<file path="config.mk">
export PLATFORM = sky130hd
export DESIGN_NAME = axi_reg_slave
export DESIGN_NICKNAME = d
export VERILOG_FILES = /design/src/rtl/axi_reg_slave.sv
export SDC_FILE = /design/constraint.sdc
export NUM_CORES = 1
export LEC_CHECK = 0
export ABC_AREA = 1
export CORE_AREA = 5 5 223 225
export DETAILED_ROUTE_END_ITERATION = 10
export DIE_AREA = 0 0 228 230
export DONT_BUFFER_PORTS = 1
export PLACE_DENSITY_LB_ADDON = 0.05
export RECOVER_POWER = 50
export SLEW_MARGIN = 10
export SYNTH_ARGS = -nofsm -noshare
export SYNTH_HDL_FRONTEND = slang
export SYNTH_SLANG_ARGS = --single-unit
</file>
<file path="constraint.sdc">
create_clock -name clk -period 2.3 [get_ports clk]
set_clock_uncertainty 0.05 [all_clocks]
set_input_delay 0.23 -clock clk [delete_from_list [all_inputs] [get_ports clk]]
set_output_delay 0.23 -clock clk [all_outputs]
set_load 0.02 [all_outputs]
</file>
<file path="src/rtl/axi_reg_slave.sv">
// AXI4 slave bridging 64-bit beats onto a 128-bit register backend.
// Optional start-address decode error: define AXI_SLV_DECERR_EN.
module axi_reg_slave #(
    parameter int unsigned RD_LAT     = 1,
    parameter logic [31:0] ADDR_LIMIT = 32'h0001_0000
) (
    input  logic         clk,
    input  logic         rst_n,
    input  logic         s_axi_awid,
    input  logic [31:0]  s_axi_awaddr,
    input  logic [7:0]   s_axi_awlen,
    input  logic [2:0]   s_axi_awsize,
    input  logic [1:0]   s_axi_awburst,
    input  logic         s_axi_awvalid,
    output logic         s_axi_awready,
    input  logic [63:0]  s_axi_wdata,
    input  logic [7:0]   s_axi_wstrb,
    input  logic         s_axi_wlast,
    input  logic         s_axi_wvalid,
    output logic         s_axi_wready,
    output logic         s_axi_bid,
    output logic [1:0]   s_axi_bresp,
    output logic         s_axi_bvalid,
    input  logic         s_axi_bready,
    input  logic         s_axi_arid,
    input  logic [31:0]  s_axi_araddr,
    input  logic [7:0]   s_axi_arlen,
    input  logic [2:0]   s_axi_arsize,
    input  logic [1:0]   s_axi_arburst,
    input  logic         s_axi_arvalid,
    output logic         s_axi_arready,
    output logic         s_axi_rid,
    output logic [63:0]  s_axi_rdata,
    output logic [1:0]   s_axi_rresp,
    output logic         s_axi_rlast,
    output logic         s_axi_rvalid,
    input  logic         s_axi_rready,
    output logic [31:0]  WrAddr,
    output logic [127:0] WrData,
    output logic [15:0]  WrStrb,
    output logic         WrEn,
    output logic [31:0]  RdAddr,
    output logic         RdEn,
    input  logic [127:0] RdData
);

    typedef enum logic [2:0] {
        IDLE, WR_DATA, WR_RESP, RD_REQ, RD_WAIT, RD_DATA
    } state_t;

    state_t      state, state_nxt;
    logic [31:0] addr;
    logic [31:0] addr_nxt;
    logic [7:0]  len;
    logic [2:0]  size;
    logic [1:0]  burst;
    logic        id;
    logic [8:0]  beat;
    logic [3:0]  lat_cnt;
    logic        last_wr;
    logic        dec;
    logic [1:0]  bresp_q;
    logic        grant_w, grant_r;
    logic        w_hs, r_hs, rd_last, lat_done;
    logic        aw_bad, ar_bad;

`ifdef AXI_SLV_DECERR_EN
    assign aw_bad = s_axi_awaddr >= ADDR_LIMIT;
    assign ar_bad = s_axi_araddr >= ADDR_LIMIT;
`else
    logic unused_cfg;
    assign unused_cfg = ^ADDR_LIMIT;
    assign aw_bad = 1'b0;
    assign ar_bad = 1'b0;
`endif

    // Alternate on contention; last_wr clear after reset lets writes win.
    assign grant_w  = s_axi_awvalid && (!s_axi_arvalid || !last_wr);
    assign grant_r  = s_axi_arvalid && !grant_w;
    assign w_hs     = (state == WR_DATA) && s_axi_wvalid;
    assign r_hs     = (state == RD_DATA) && s_axi_rready;
    assign rd_last  = beat == {1'b0, len};
    assign lat_done = lat_cnt == 4'(RD_LAT);
    assign addr_nxt = (burst == 2'b00) ? addr : addr + (32'd1 << size);

    assign s_axi_wready  = state == WR_DATA;
    assign s_axi_bvalid  = state == WR_RESP;
    assign s_axi_bid     = id;
    assign s_axi_bresp   = bresp_q;
    assign s_axi_rvalid  = state == RD_DATA;
    assign s_axi_rid     = id;
    assign s_axi_rlast   = s_axi_rvalid && rd_last;
    assign s_axi_rresp   = (s_axi_rvalid && dec) ? 2'b11 : 2'b00;
    assign RdEn          = (state == RD_REQ) && !dec;
    assign RdAddr        = {addr[31:4], 4'h0};

    // State register.
    always_ff @(posedge clk or negedge rst_n) begin
        if (!rst_n) state <= IDLE;
        else        state <= state_nxt;
    end

    // Next-state decode.
    always_comb begin
        state_nxt = state;
        case (state)
            IDLE: begin
                if (grant_w)      state_nxt = WR_DATA;
                else if (grant_r) state_nxt = RD_REQ;
            end
            WR_DATA: if (w_hs && s_axi_wlast) state_nxt = WR_RESP;
            WR_RESP: if (s_axi_bready) state_nxt = IDLE;
            RD_REQ:  state_nxt = RD_WAIT;
            RD_WAIT: if (lat_done) state_nxt = RD_DATA;
            RD_DATA: if (r_hs) state_nxt = rd_last ? IDLE : RD_REQ;
            default: state_nxt = IDLE;
        endcase
    end

    // Transaction context, backend write strobes and read capture.
    always_ff @(posedge clk or negedge rst_n) begin
        if (!rst_n) begin
            s_axi_awready <= 1'b0;
            s_axi_arready <= 1'b0;
            s_axi_rdata   <= '0;
            WrAddr        <= '0;
            WrData        <= '0;
            WrStrb        <= '0;
            WrEn          <= 1'b0;
            addr          <= '0;
            len           <= '0;
            size          <= '0;
            burst         <= '0;
            id            <= 1'b0;
            beat          <= '0;
            lat_cnt       <= '0;
            last_wr       <= 1'b0;
            dec           <= 1'b0;
            bresp_q       <= '0;
        end else begin
            s_axi_awready <= 1'b0;
            s_axi_arready <= 1'b0;
            WrEn          <= 1'b0;
            case (state)
                IDLE: begin
                    if (grant_w) begin
                        s_axi_awready <= 1'b1;
                        addr    <= s_axi_awaddr;
                        len     <= s_axi_awlen;
                        size    <= s_axi_awsize;
                        burst   <= s_axi_awburst;
                        id      <= s_axi_awid;
                        dec     <= aw_bad;
                        beat    <= '0;
                        last_wr <= 1'b1;
                    end else if (grant_r) begin
                        s_axi_arready <= 1'b1;
                        addr    <= s_axi_araddr;
                        len     <= s_axi_arlen;
                        size    <= s_axi_arsize;
                        burst   <= s_axi_arburst;
                        id      <= s_axi_arid;
                        dec     <= ar_bad;
                        beat    <= '0;
                        last_wr <= 1'b0;
                    end
                end
                WR_DATA: begin
                    if (w_hs) begin
                        if (!dec) begin
                            WrEn   <= 1'b1;
                            WrAddr <= {addr[31:4], 4'h0};
                            WrData <= {s_axi_wdata, s_axi_wdata};
                            WrStrb <= addr[3] ? {s_axi_wstrb, 8'h00}
                                              : {8'h00, s_axi_wstrb};
                        end
                        beat <= beat + 9'd1;
                        addr <= addr_nxt;
                        if (s_axi_wlast) begin
                            if (dec)                        bresp_q <= 2'b11;
                            else if (beat != {1'b0, len})   bresp_q <= 2'b10;
                            else                            bresp_q <= 2'b00;
                        end
                    end
                end
                RD_REQ: lat_cnt <= 4'd1;
                RD_WAIT: begin
                    if (lat_done) begin
                        if (dec)          s_axi_rdata <= '0;
                        else if (addr[3]) s_axi_rdata <= RdData[127:64];
                        else              s_axi_rdata <= RdData[63:0];
                    end else begin
                        lat_cnt <= lat_cnt + 4'd1;
                    end
                end
                RD_DATA: begin
                    if (r_hs && !rd_last) begin
                        addr <= addr_nxt;
                        beat <= beat + 9'd1;
                    end
                end
                default: ;
            endcase
        end
    end

endmodule

</file>
==> flow_summary.ini <==
[run_status]
outcome = complete, but fails checks
violations = negative hold slack

[job]
cap_violations = 0

[floorplanning]
die_h_um = 230
initial_core_util_pct = 27.0
ios = 586
rows = 80
core_mm2 = 0.0473
die_area_mm2 = 0.0524
die_x_um = 228

[timing]
worstMarginPinSlew_ns = 1.04
max_slew_margin_pct = 31.0
rsz0062_at_grt = yes
finalSetupTns_ns = 0
setup_ws_ns = 0.0742
setup_viol = 0
hold_ws_ns = -0.696
slew_violations = 0
fmax_mhz = 449
hold_viol = 239
timing.final.crit_period_ns = 2.23
period_share_pct = 96.8

[cts]
cts.path.max_buffers = 3
htreeDepth = 1
clk_latency_ns = 0.57
cts_hold_buf = 281
cts_tree = built
clk_pin_slew_ns = 0.06
cts_buffers = 31
clock-root-buffer = clkbuf_16
clock_sinks = 239

[synthesis]
synth.area.top_cells = dfrtp_1, nand2_1, buf_4, nor2_1, o21ai_0
synth-edff-count = 0
ys_types = 36
avgSynthCellArea_um2 = 7.51
synth_ff_type = dfrtp_1
synth_warnings = 0
synth-seq-cells = 239
syn-cell-area_mm2 = 0.0128
seq_area_frac_synth_pct = 46.9
yosysTopAreaCellShare_pct = 46.9
synth_area_leader_cell = dfrtp_1
synthArstFlopShare_pct = 100
netlist_instances = 1699

[pwr]
ir_drop_mv = 0.432
total_leakage_power_nw = 8.06
power_mw = 24.9
power_density_mw_per_mm2 = 1450

[worst_setup_path]
reg2reg_from = size[2]
crit_type = reg2reg
r2r_cells = 15
reg2reg_to = addr[15]
cp_data_arrival_time_ns = 2.64
critPathLaunchType = register
crit_path_end_kind = register
reg2reg_slack_ns = 0.07
critPathMaxFanout = 5
startpoint = size[2]
required_ns = 2.72
crit_end = addr[15]

[layout]
multi_input_area_mm2 = 0.00540
utilization_pct = 36.2
finalNonFillerCells = 2565
area.growth.synth_to_final_pct = 34.4
fillers = 4968
seqCellArea_mm2 = 0.00599
nets = 2237
final_area_mm2 = 0.0172
layout-drive-gt1-share_pct = 10.5

[grt]
track_usage_pct = 18.1
grt_max_degree = 240
antenna_found_initial = 6
grt_pass1_vias = 12156
grt_remaining_overflow = 0
grt_pass1_wl_mm = 75.5

[placement]
place.gp.congestion = 0.799
dpl-instance-area_mm2 = 0.0130
pre_cts_slack_ns = -0.179
hpwl_mm = 36.6
io_buffer_count = 0
dp_cells = 2211

[detailed_routing]
ant_nets = 0
num_vias = 11846
drc_errors = 0
wl_mm = 50.6
drt-initial-drc-count = 660
firstDrtPassIters = 5
wl_per_cell_um = 19.7
viasPerCell = 4.62

[hold_path]
min_path_type = in2async
how the worst min path moves through the flow:
stage	slack [ns]	startpoint	end	depth (start not counted)
finish	-0.70	rst_n	WrAddr[20]	0
global route	-0.73	rst_n	WrAddr[20]	0
CTS	-0.73	rst_n	WrAddr[20]	0
detailed placement	-0.11	rst_n	WrAddr[20]	0
global placement	-0.11	rst_n	WrAddr[20]	0
floorplan	-0.12	rst_n	WrAddr[10]	0
repair_timing:
action	4_1_cts	5_1_grt
buffers inserted	1	13
cloned	0	1
endpoints found under the setup margin	16	39
hold endpoints to repair	431	239
pin swaps	1	9
resized for setup	11	43
layer usage:
metal	global-route usage [%]	wire, um
met5	0	57
met3	5.39	3870
met2	31.7	24900
met1	21.9	20600
met4	4.78	1270
power breakdown:
| part | internal (mW) | switching (mW) | total [mW] | leakage, nW |
|---|---|---|---|---|
| combinational | 3.78 | 5.80 | 9.58 | 4.69 |
| sequential | 6.02 | 4.37 | 10.4 | 2.87 |
| clock | 2.98 | 1.96 | 4.94 | 0.505 |
| total | 12.8 | 12.1 | 24.9 | 8.06 |
synthesized netlist by cell type, types with 12 or more instances:
master / count
dfrtp_1: 239
a31oi_1: 64
clkbuf_1: 42
nor2_1: 176
inv_1: 105
o22ai_1: 15
o21ai_0: 111
a21oi_1: 25
nor3_1: 20
nand2_1: 629
nand3_1: 48
nand4_1: 12
buf_4: 112
buf_2: 22
critical path, stage by stage (launching register included):
cell	delay [ns]
dfrtp_2	0.43
inv_2	0.12
nor3_1	0.06
ha_1	0.36
nand2_1	0.13
nor2_1	0.16
nand3_1	0.10
nand2_2	0.10
buf_4	0.12
nand2_1	0.10
nand2_2	0.12
nand2_1	0.05
nand3_1	0.06
nand2_1	0.05
nand2_1	0.06
o21ai_2	0.05
placed cells by master (no fill, tap or decap), types with 7 or more instances in the layout:
| cell type | instances |
|---|---|
| dlygate4sd3_1 | 281 |
| nand2_2 | 13 |
| inv_1 | 100 |
| o21ai_2 | 11 |
| buf_4 | 72 |
| a31oi_1 | 64 |
| o21ai_0 | 109 |
| nor2_1 | 173 |
| nand2_1 | 614 |
| dfrtp_1 | 235 |
| xor2_1 | 7 |
| o21ai_1 | 7 |
| nand3_1 | 44 |
| inv_2 | 13 |
| nand4_1 | 12 |
| clkbuf_8 | 9 |
| buf_12 | 8 |
| nor3_1 | 14 |
| a21oi_1 | 22 |
| conb_1 | 11 |
| ha_1 | 10 |
| o22ai_1 | 15 |
| clkbuf_1 | 10 |
| clkbuf_16 | 31 |
layout make-up:
type | instances | area share (%)
Multi-Input combinational cell | 1173 | 31.4
Sequential cell | 239 | 34.9
Inverter | 115 | 2.53
Timing Repair Buffer | 365 | 20.6
Clock buffer | 48 | 5.42
Tap cell | 615 | 4.48
Antenna cell | 2 | 0.0292
Clock inverter | 8 | 0.583
cells by family (layout without fill, tap and decap cells):
logic type	after synthesis	in the layout	share of synthesized area, %
buf+inv	297	536	12.6
xor+xnor	8	8	0.549
simple gates	901	901	28.0
fa+ha+maj	12	12	1.24
other cells	1	13	0.0294
compound gates	241	241	10.7
flops	239	239	46.9
flip-flops by register name, indices dropped and copies added (netlist names), 2 cells and up:
| register | count |
|---|---|
| beat | 9 |
| burst | 2 |
| WrStrb | 16 |
| addr | 32 |
| s_axi_rdata | 64 |
| size | 3 |
| WrAddr | 28 |
| WrData | 64 |
| len | 8 |
| lat_cnt | 4 |
| state | 3 |
Power figures use the tool's default switching activity.
